===== src/rtl/sys_row_feeder_if.sv =====
// WritePort row bus: valid/ready handshake carrying one LEN-wide row.
// master drives wvalid/wdata, slave returns wready.
interface sys_row_feeder_if #(
  parameter int LEN   = 6,
  parameter int WIDTH = 32
);
  logic             wvalid;
  logic             wready;
  logic [WIDTH-1:0] wdata [LEN];

  modport master (
    output wvalid,
    output wdata,
    input  wready
  );

  modport slave (
    input  wvalid,
    input  wdata,
    output wready
  );
endinterface


===== src/rtl/sys_row_feeder.sv =====
// Row FIFO plus diagonal skew feeding the systolic array; lane i lags lane 0 by i.
// Ports: clk, rst_n, wp (row write bus), en, feed_value/feed_valid, level, busy.
module sys_row_feeder #(
  parameter int LEN   = 6,
  parameter int WIDTH = 32,
  parameter int DEPTH = 4,
  localparam int PW   = $clog2(DEPTH),
  localparam int LW   = $clog2(DEPTH) + 1
) (
  input  logic                 clk,
  input  logic                 rst_n,
  sys_row_feeder_if.slave      wp,
  input  logic                 en,
  output logic [WIDTH-1:0]     feed_value [LEN],
  output logic [LEN-1:0]       feed_valid,
  output logic [LW-1:0]        level,
  output logic                 busy
);

  localparam logic [LW-1:0] FULL = LW'(DEPTH);

  logic [WIDTH-1:0] mem_q [DEPTH][LEN];
  logic [WIDTH-1:0] head  [LEN];

  logic [PW-1:0] wr_ptr_q, wr_ptr_d;
  logic [PW-1:0] rd_ptr_q, rd_ptr_d;
  logic [LW-1:0] level_q, level_d;
  logic          busy_q, busy_d;

  logic          wready;
  logic          push;
  logic          pop;
  logic [LEN-1:0] lane_nxt;

  // No bypass: a full FIFO refuses even when a pop happens this cycle.
  assign wready    = rst_n & (level_q < FULL);
  assign wp.wready = wready;
  assign push      = wp.wvalid & wready;
  assign pop       = en & (level_q != '0);
  assign head      = mem_q[rd_ptr_q];
  assign level     = level_q;
  assign busy      = busy_q;

  always_comb begin
    wr_ptr_d = wr_ptr_q;
    rd_ptr_d = rd_ptr_q;
    level_d  = level_q;
    if (push) wr_ptr_d = wr_ptr_q + PW'(1);
    if (pop)  rd_ptr_d = rd_ptr_q + PW'(1);
    unique case ({push, pop})
      2'b10:   level_d = level_q + LW'(1);
      2'b01:   level_d = level_q - LW'(1);
      default: level_d = level_q;
    endcase
    busy_d = (level_d != '0) | (|lane_nxt);
  end

  always_ff @(posedge clk) begin
    if (push) mem_q[wr_ptr_q] <= wp.wdata;
  end

  always_ff @(posedge clk or negedge rst_n) begin
    if (!rst_n) begin
      wr_ptr_q <= '0;
      rd_ptr_q <= '0;
      level_q  <= '0;
      busy_q   <= 1'b0;
    end else begin
      wr_ptr_q <= wr_ptr_d;
      rd_ptr_q <= rd_ptr_d;
      level_q  <= level_d;
      busy_q   <= busy_d;
    end
  end

  for (genvar i = 0; i < LEN; i++) begin : g_lane
    logic [WIDTH-1:0] val_q [i+1];
    logic [WIDTH-1:0] val_d [i+1];
    logic [i:0]       vld_q;
    logic [i:0]       vld_d;

    // Bubbles carry value 0 so invalid lanes always read as 0.
    always_comb begin
      val_d[0] = pop ? head[i] : '0;
      vld_d[0] = pop;
      for (int j = 1; j <= i; j++) begin
        val_d[j] = val_q[j-1];
        vld_d[j] = vld_q[j-1];
      end
    end

    always_ff @(posedge clk or negedge rst_n) begin
      if (!rst_n) begin
        for (int j = 0; j <= i; j++) val_q[j] <= '0;
        vld_q <= '0;
      end else if (en) begin
        for (int j = 0; j <= i; j++) val_q[j] <= val_d[j];
        vld_q <= vld_d;
      end
    end

    assign feed_value[i] = val_q[i];
    assign feed_valid[i] = vld_q[i];
    assign lane_nxt[i]   = en ? (|vld_d) : (|vld_q);
  end

endmodule


===== src/flat_wrapper.sv =====
// flat-port wrapper written by rule: the top's interface ports become plain ports
module sys_row_feeder_flat 
#(
  parameter int LEN   = 6,
  parameter int WIDTH = 32,
  parameter int DEPTH = 4,
  localparam int PW   = $clog2(DEPTH),
  localparam int LW   = $clog2(DEPTH) + 1
)
  (clk, rst_n, en, feed_value, feed_valid, level, busy, wp_wvalid, wp_wdata, wp_wready);
  sys_row_feeder_if #(.LEN(LEN), .WIDTH(WIDTH)) wp_i ();
  input  logic clk;
  input  logic rst_n;
  input  logic en;
  output logic [WIDTH-1:0] feed_value[LEN];
  output logic [LEN-1:0] feed_valid;
  output logic [LW-1:0] level;
  output logic busy;
  input wire logic [$bits(wp_i.wvalid)-1:0] wp_wvalid;
  input wire logic [$bits(wp_i.wdata)-1:0] wp_wdata;
  output wire logic [$bits(wp_i.wready)-1:0] wp_wready;
  assign wp_i.wvalid = wp_wvalid;
  assign wp_i.wdata = {>>{wp_wdata}};
  assign wp_wready = wp_i.wready;
  sys_row_feeder #(.LEN(LEN), .WIDTH(WIDTH), .DEPTH(DEPTH)) u_core (.clk(clk), .rst_n(rst_n), .wp(wp_i), .en(en), .feed_value(feed_value), .feed_valid(feed_valid), .level(level), .busy(busy));
endmodule

===== config.mk =====
export PLATFORM = sky130hd
export DESIGN_NAME = sys_row_feeder_flat
export DESIGN_NICKNAME = d
export VERILOG_FILES = /design/src/rtl/sys_row_feeder_if.sv /design/src/rtl/sys_row_feeder.sv /design/src/flat_wrapper.sv
export SDC_FILE = /design/constraint.sdc
export NUM_CORES = 2
export LEC_CHECK = 0
export CAP_MARGIN = 20
export CORE_UTILIZATION = 25
export DETAILED_ROUTE_END_ITERATION = 10
export PLACE_DENSITY = 0.47
export SLEW_MARGIN = 20
export SYNTH_ARGS = -nofsm -noshare
export SYNTH_HDL_FRONTEND = slang
export SYNTH_SLANG_ARGS = --single-unit

===== constraint.sdc =====
create_clock -name clk -period 6 [get_ports clk]
set_input_delay 0.9 -clock clk [delete_from_list [all_inputs] [get_ports clk]]
set_output_delay 0.9 -clock clk [all_outputs]
set_load 0.01 [all_outputs]

== Word-level counts from Yosys, hierarchy flattened ==
Memory sizes are Yosys's and may differ from the RTL's.
Index checks and enable logic that the tools add are counted.
W data, S select, Z words.
Word-level totals
  register bits after elaboration: 701
  bits in latches: 0
  bits in writable memories: 768
  ROM bits: 0
  bits of input ports: 196
  output and inout bits: 203
  word-level logic and storage cells: 71
  memories kept: 1
Operators by class
  $add $sub $neg: 4
  multipliers: 0
  div/mod/pow operators: 0
  order comparisons: 1
  equality and inequality tests: 2
  shift-type cells: 0
  mux-type cells: 15
  bitwise operators: 4
  reduce and logical (&&, ||, !) cells: 13
Memory list
  u_core.mem_q: words 4, bits a word 192, rd ports 1, clocked after memory_dff 0, wr ports 1, RTL line sys_row_feeder.sv:22  | logic [WIDTH-1:0] mem_q [DEPTH][LEN];
Operator list (number)
  $mux W32: 6
  $reduce_or A6 Y1: 3
  $reduce_or A5 Y1: 2
  $mux W1: 8
  $reduce_or A4 Y1: 2
  $pmux W3 S2: 1
  $reduce_bool A3 Y1: 2
  $reduce_or A3 Y1: 2
  $add A2 B1 Y2 const B: 2
  $reduce_or A2 Y1: 2
  $add A3 B1 Y3 const B: 1
  $and A1 B1 Y1: 3
  $lt A3 B3 Y1 const B: 1
  $sub A3 B1 Y3 const B: 1
  $eq A2 B1 Y1 const B: 1
  $eq A2 B2 Y1 const B: 1
  $or A1 B1 Y1: 1

== Longest topological paths before layout ==
  depth after elaboration: 7
  gate-level depth with buffers: 11
  mapped depth without buffers: 10

== Worst setup path before layout ==
Ideal clock, no wire load.
  path kind: in2reg
  start: in rst_n
  end: mem u_core.mem_q[0][0] (netlist bit) (enable)
  setup time: 0.578 ns
  arrival time: 5.723 ns
  data required time: 5.422 ns
  slack: -0.301 ns
  stages on the path: 2
  path buffers: 0
  cells stage by stage: nor2b_1 -> and3_1
On the way
  longest elaborated chain between the ends: 4
Ends and longest elaborated chain
  from (decl): RTL line flat_wrapper.sv:13  | input logic rst_n;
  $and A1 B1 Y1: RTL line sys_row_feeder.sv:36  | assign wready = rst_n & (level_q < FULL);
  $and A1 B1 Y1: RTL line sys_row_feeder.sv:38  | assign push = wp.wvalid & wready;
  $mux W1: RTL line sys_row_feeder.sv:59  | if (push) mem_q[wr_ptr_q] <= wp.wdata;
  $mux W1 (not written as such): RTL line sys_row_feeder.sv:59
  to (decl): RTL line sys_row_feeder.sv:22
No other way between the ends.

== Final worst setup path ==
  start: in rst_n
  end: out wp_wready
On the way
  longest elaborated chain between the ends: 1
Ends and longest elaborated chain
  $and A1 B1 Y1: RTL line sys_row_feeder.sv:36
  to (decl): RTL line flat_wrapper.sv:21  | output wire logic [$bits(wp_i.wready)-1:0] wp_wready;
No other way between the ends.

==> flow_metrics.tcl <==
set metrics [dict create \
    p_clk_frac 0.312 \
    synth_seq_cells 1455 \
    comb_power_share 0.225 \
    cts.path.max_buffers 3 \
    vdd_drop_max_uv 353.9 \
    antenna_found_initial 34 \
    rsz0062_at_grt "no" \
    min_path_type "flop to flop" \
    htree_num_levels 4 \
    dp.cells 5602 \
    core_area_sq_mm 0.2096 \
    end_kind "primary output" \
    wl_microns 121900 \
    synth-edff-count 768 \
    p_sw_mw 8.623 \
    synth_area_leader_cell "edfxtp_1" \
    cpMaxStageDelayCell "clkdlybuf4s50_1" \
    synthFlopType "edfxtp_1" \
    fp-row-count 168 \
    root_buffer "clkbuf_16" \
    drv_slew 0 \
    slowest_delay_ns 0.64 \
    critical_path_class "input pin to primary output" \
    cts_inserted_buffers 166 \
    period_needed_ns 3.662 \
    area_growth_pct 24.15 \
    synth.area.top_cells "edfxtp_1 (44%), dfrtp_1 (33%), mux2_2 (10%), mux4_2 (8.2%), a22o_1 (3.2%)" \
    first_pass_iters 4 \
    drc 0 \
    timing.final.hold_violations 0 \
    tritoncts "done" \
    gr-usage-all-layers 0.1156 \
    die-area_sq_mm 0.2129 \
    grt_pass1_vias 26740 \
    clock_latency_ns 0.81 \
    vias_per_cell 4.196 \
    postCtsSetupRepairBufs 0 \
    multi_input_area_sq_mm 0.01175 \
    syn_area_sq_mm 0.05277 \
    fin_tns_setup_ns 0 \
    fin_nets 3168 \
    swShare 0.2696 \
    grt_max_degree 157 \
    worstMarginPinSlew_ns 1.126 \
    outcome "finished clean" \
    synth.top_cells.by_count "edfxtp_1 (768), dfrtp_1 (687), mux2_2 (484), a22o_1 (192), mux4_2 (192)" \
    synth.yosys.seq_area_share 0.7628 \
    finalSetupViolCount 0 \
    skew_ns 0.03478 \
    startpoint_type "input pin" \
    synth_cell_type_count 28 \
    postRouteAntennaNets 0 \
    synthMostInstantiatedCell "edfxtp_1" \
    critPathMaxFanout 15 \
    finalCritPeriodShare 0.6103 \
    final_cells 5921 \
    timing.fmax_ghz 0.2731 \
    power_density_mw_per_mm2 488.2 \
    pwr-share-seq 0.463 \
    regArea_sq_mm 0.04026 \
    yosys.area.top_type_share 0.4370 \
    n_fill_cell 20390 \
    grt_pass1_wl_microns 182800 \
    clkSlewWorstSetupHoldPaths_ns 0.06 \
    vias 24840 \
    worstPathRequired_ns 5.10 \
    drive_above_1_share 0.3080 \
    hpwl_microns 67410 \
    drv_cap 0 \
    critPathTopFamily "buffers and inverters" \
    numClockSinks 1455 \
    path_buf_inv 3 \
    slew_headroom 0.2492 \
    wl_per_cell_microns 20.58 \
    syn-instance-count 2504 \
    p_leak_nw 24.18 \
    yosysWarningCount 0 \
    start_util 0.2518 \
    synth-async-reset-ratio 0.4722 \
    grt-ovfl-total 0 \
    fp.dieH_microns 461.4 \
    ios 399 \
    place_congestion 0.6734 \
    crit_chain "dlygate4sd3_1 -> buf_8 -> nor2b_1 -> clkdlybuf4s50_1" \
    syn_avg_cell_area_sq_um 21.07 \
    port_buffers 398 \
    die_x_microns 461.4 \
    p_int_mw 23.36 \
    drt_iter0_drc 1293 \
    arrival_ns 2.76 \
    syn_nets 2706 \
]
==> power by group through the flow <==
stage / logic, mW / registers [mW] / clock network, mW
3_3_place_gp: 7.32 / 15.0 / 0
4_1_cts: 7.41 / 14.9 / 10.4
2_1_floorplan: 4.44 / 14.7 / 0
6_report: 7.18 / 14.8 / 9.99
3_5_place_dp: 7.40 / 15.1 / 0
5_1_grt: 7.82 / 15.2 / 10.8
==> per-stage QoR <==
stage / hold slack, ns / setup slack, ns / total power, mW / instance area, sq um / util
4_1_cts: 0.4917 / 2.268 / 32.68 / 65490 / 0.3125
3_5_place_dp: 0.4885 / 2.361 / 22.46 / 60080 / 0.2867
6_report: 0.4856 / 2.338 / 31.98 / 65510 / 0.3126
2_1_floorplan: 0.4647 / 1.904 / 19.09 / 52770 / -
3_3_place_gp: 0.4831 / 2.278 / 22.34 / 60080 / 0.2867
5_1_grt: 0.5093 / 2.234 / 33.81 / 65510 / 0.3126
==> sequential cells by signal, indices dropped and copies added (netlist names) <==
name / cells
u_core.mem_q: 768
u_core.rd_ptr_q: 2
u_core.g_lane.val_d: 480
u_core.busy: 1
u_core.g_lane.val_q: 32
u_core.wr_ptr_q: 2
u_core.feed_value: 160
u_core.g_lane.vld_q: 7
u_core.level: 3
==> what timing repair did <==
action	in CTS	in global routing
setup endpoints to repair	0	0
hold buffers	1	0
endpoints found under the hold margin	11	0
resized for setup	0	0
==> placed cells by master, fill, tap and decap left out, drive strengths merged, types with 4 or more instances in the layout <==
cell / instances
dfrtp: 687
mux4: 192
clkinv: 46
buf: 38
clkbuf: 245
bufinv: 9
edfxtp: 768
and3: 4
inv: 16
clkdlybuf4s50: 396
a22o: 192
mux2: 484
diode: 6
ha: 5
==> final timing paths <==
kind                                       startpoint                          to  slack (ns)  cells past startpoint
max in group asynchronous                       rst_n  u_core.g_lane[4].val_d[76]        3.44                      5
min                        u_core.g_lane[3].val_d[28]       u_core.feed_value[92]        0.49                      1
max                                             rst_n                   wp_wready        2.34                      4
max reg2reg                        u_core.rd_ptr_q[0]  u_core.g_lane[3].val_d[64]        3.33                      3
min in group asynchronous                       rst_n  u_core.g_lane[2].val_d[59]        0.56                      2
min reg2reg                u_core.g_lane[3].val_d[28]       u_core.feed_value[92]        0.49                      1
==> layer usage <==
layer  vias up  GRT usage  wire (microns)
li1      10860          -               -
met1     13190     0.1464           52080
met2       492     0.1842           58410
met3       260    0.03825            7805
met4        46    0.03887            3289
met5         -          0             295
==> logic make-up (layout without fill, tap and decap cells) <==
| family | count (synthesis) | count (layout) | share of synthesized area |
|---|---|---|---|
| flip-flops | 1455 | 1455 | 0.7628 |
| multiplexers | 677 | 677 | 0.1854 |
| AO/OA/AOI/OAI | 196 | 196 | 0.03239 |
| buffers and inverters | 148 | 754 | 0.01501 |
| AND/OR/NAND/NOR | 16 | 16 | 0.001779 |
| adder cells (fa/ha/maj) | 6 | 6 | 0.001565 |
| XOR/XNOR | 6 | 6 | 0.0009961 |
| other | 0 | 6 | 0 |
==> cell type report <==
| class | instances | share of cell area |
|---|---|---|
| clock inverters | 67 | 0.01083 |
| diodes | 6 | 0.0002292 |
| flip-flops and latches | 1455 | 0.6146 |
| well taps | 2805 | 0.05357 |
| repair buffers | 435 | 0.06926 |
| inverters | 7 | 0.0005157 |
| multi-input cells | 901 | 0.1793 |
| clock buffers | 245 | 0.07168 |
No activity file was read; power rests on OpenSTA's default activity.
==> edit, RTL diff (config.mk and constraints unchanged) <==
`WIDTH` is set to 32 in 3 places; all go to 24.
--- a/src/rtl/sys_row_feeder_if.sv
+++ b/src/rtl/sys_row_feeder_if.sv
@@ -4,3 +4,3 @@
   parameter int LEN   = 6,
-  parameter int WIDTH = 32
+  parameter int WIDTH = 24
 );
--- a/src/rtl/sys_row_feeder.sv
+++ b/src/rtl/sys_row_feeder.sv
@@ -4,3 +4,3 @@
   parameter int LEN   = 6,
-  parameter int WIDTH = 32,
+  parameter int WIDTH = 24,
   parameter int DEPTH = 4,
--- a/src/flat_wrapper.sv
+++ b/src/flat_wrapper.sv
@@ -4,3 +4,3 @@
   parameter int LEN   = 6,
-  parameter int WIDTH = 32,
+  parameter int WIDTH = 24,
   parameter int DEPTH = 4,
Ports: changed (resized feed_value and wp_wdata); port bits go from 399 to 303. No check against the original RTL was run, so the function may have changed too.
==> edit against the original RTL <==
Sequential cell count fell by 360; final cell count fell by 25%; design area fell by 24%; routed wire length fell by 27%; critical path depth fell by 1; combinational power fell by 29%; area after synthesis fell by 25%; largest power group unchanged; power fell by 25%; setup slack improved by 0.23 ns.
==> edit: results (changes against the original RTL) <==
| Metric | Value |
|---|---|
| PortBufs | 302 (-24%) |
| First-pass GRT wire length | 136500 um (-25%) |
| Worst-Skew Late Latency | 0.77 ns (-0.04 ns) |
| Fin cells | 4424 (-25%) |
| Asr flop ratio synth | 47.40% (+0.18 points) |
| Fmax | 0.2911 GHz (+6.6%) |
| Setup Skew | 0.03952 ns (+0.004736 ns) |
| R2R setup slack | 3.26 ns (-0.07 ns) |
| Starting DRT DRC Count | 756 (-42%) |
| Run status | finished clean |
| Diodes inserted | 5 (-1) |
| Pre-antenna DRT Iters | 5 (+1) |
| WL met3 | 5132 um (-34%) |
| R2R Path End | u_core.busy$_DFF_PN0_ |
| Multi-input combinational area share | 17.96% (+0.032 points) |
| Initial antenna violation count | 24 (-29%) |
| Vias in the first global route | 20690 (-23%) |
| Pre-CTS setup slack | 2.163 ns (-0.1988 ns) |
| GR Util All Layers | 11.29% (-0.26 points) |
| CTS buffer count | 130 (-22%) |
| Max reg flops | 576 (-25%) |
| Slew headroom | 31.77% (+6.8 points) |
| Non-clk bufs | 331 (-24%) |
| Routed met2 length | 42920 um (-27%) |
| Minimum hold slack | 0.1310 ns (-0.3546 ns) |
| Post-Synthesis Cells | 1896 (-24%) |
| Largest stage delay on the critical path | 0.66 ns (+0.02 ns) |
| FF-to-FF path depth | 9 (+6) |
| Post-Place Cells | 4177 (-25%) |
| Fillcell total | 15130 (-26%) |
| Nets | 2406 (-24%) |
| NonClk Buf Share | 6.876% (-0.050 points) |
| Seq area share | 61.11% (-0.35 points) |
| Hpwl dp | 49570 um (-26%) |
| R2r startpoint | u_core.level[2]$_DFF_PN0_ |
| Syn Nets | 2050 (-24%) |
| Most frequent cells after synthesis | edfxtp_1, dfrtp_1, mux2_1 |
| Layout clock buffers | 196 (-20%) |
| Routed len/inst | 20.17 um (-2.0%) |
| Area Overhead vs Synth | 24.69% |
| Sequential share of the synthesized area | 76.18% (-0.10 points) |
| Placed cell area | 45190 um2 (-25%) |
| Clock buf/inv share | 8.759% (+0.51 points) |
| Sw Pwr | 6.548 mW (-24%) |
| Seq. cell area | 30290 um2 (-25%) |
| Fraction of layout cells with a size suffix above 1 | 16.35% (-14 points) |
| Hold WC Path Type | in2async |
| #FFs+latches synth | 1095 (-25%) |
| CP Max Fanout | 85 (+70) |
| Leakage | 18.47 nW (-24%) |
| EDFF count, synth | 576 (-25%) |
| CP arrival | 2.54 ns (-0.22 ns) |
edit: cells by family (layout without fill, tap and decap cells):
family	count (synthesis)	after routing	share of synthesized area (%)
AOI/OAI and AO/OA	147	147	3.226
xor gates and xnor gates	6	6	0.1322
adders and majority gates	6	6	0.2077
buffers and inverters	114	579	1.467
DFF	1095	1095	76.18
muxes	510	510	18.52
other	0	5	0
and+or+nand+nor	18	18	0.2612
edit: metal layers:
metal	global-route usage (%)	up-vias
met1	14.20	9972
met5	0	-
li1	-	8198
met2	18.29	365
met3	3.609	179
met4	3.779	38
edit: power by group through the flow:
stage / Combinational [mW] / Clock [mW] / Sequential (mW)
final: 5.07 / 7.79 / 11.2
after global placement: 5.15 / 0 / 11.3
after floorplan: 3.07 / 0 / 11.0
after global routing: 5.53 / 8.37 / 11.5
after detailed placement: 5.22 / 0 / 11.4
after CTS: 5.24 / 8.08 / 11.2
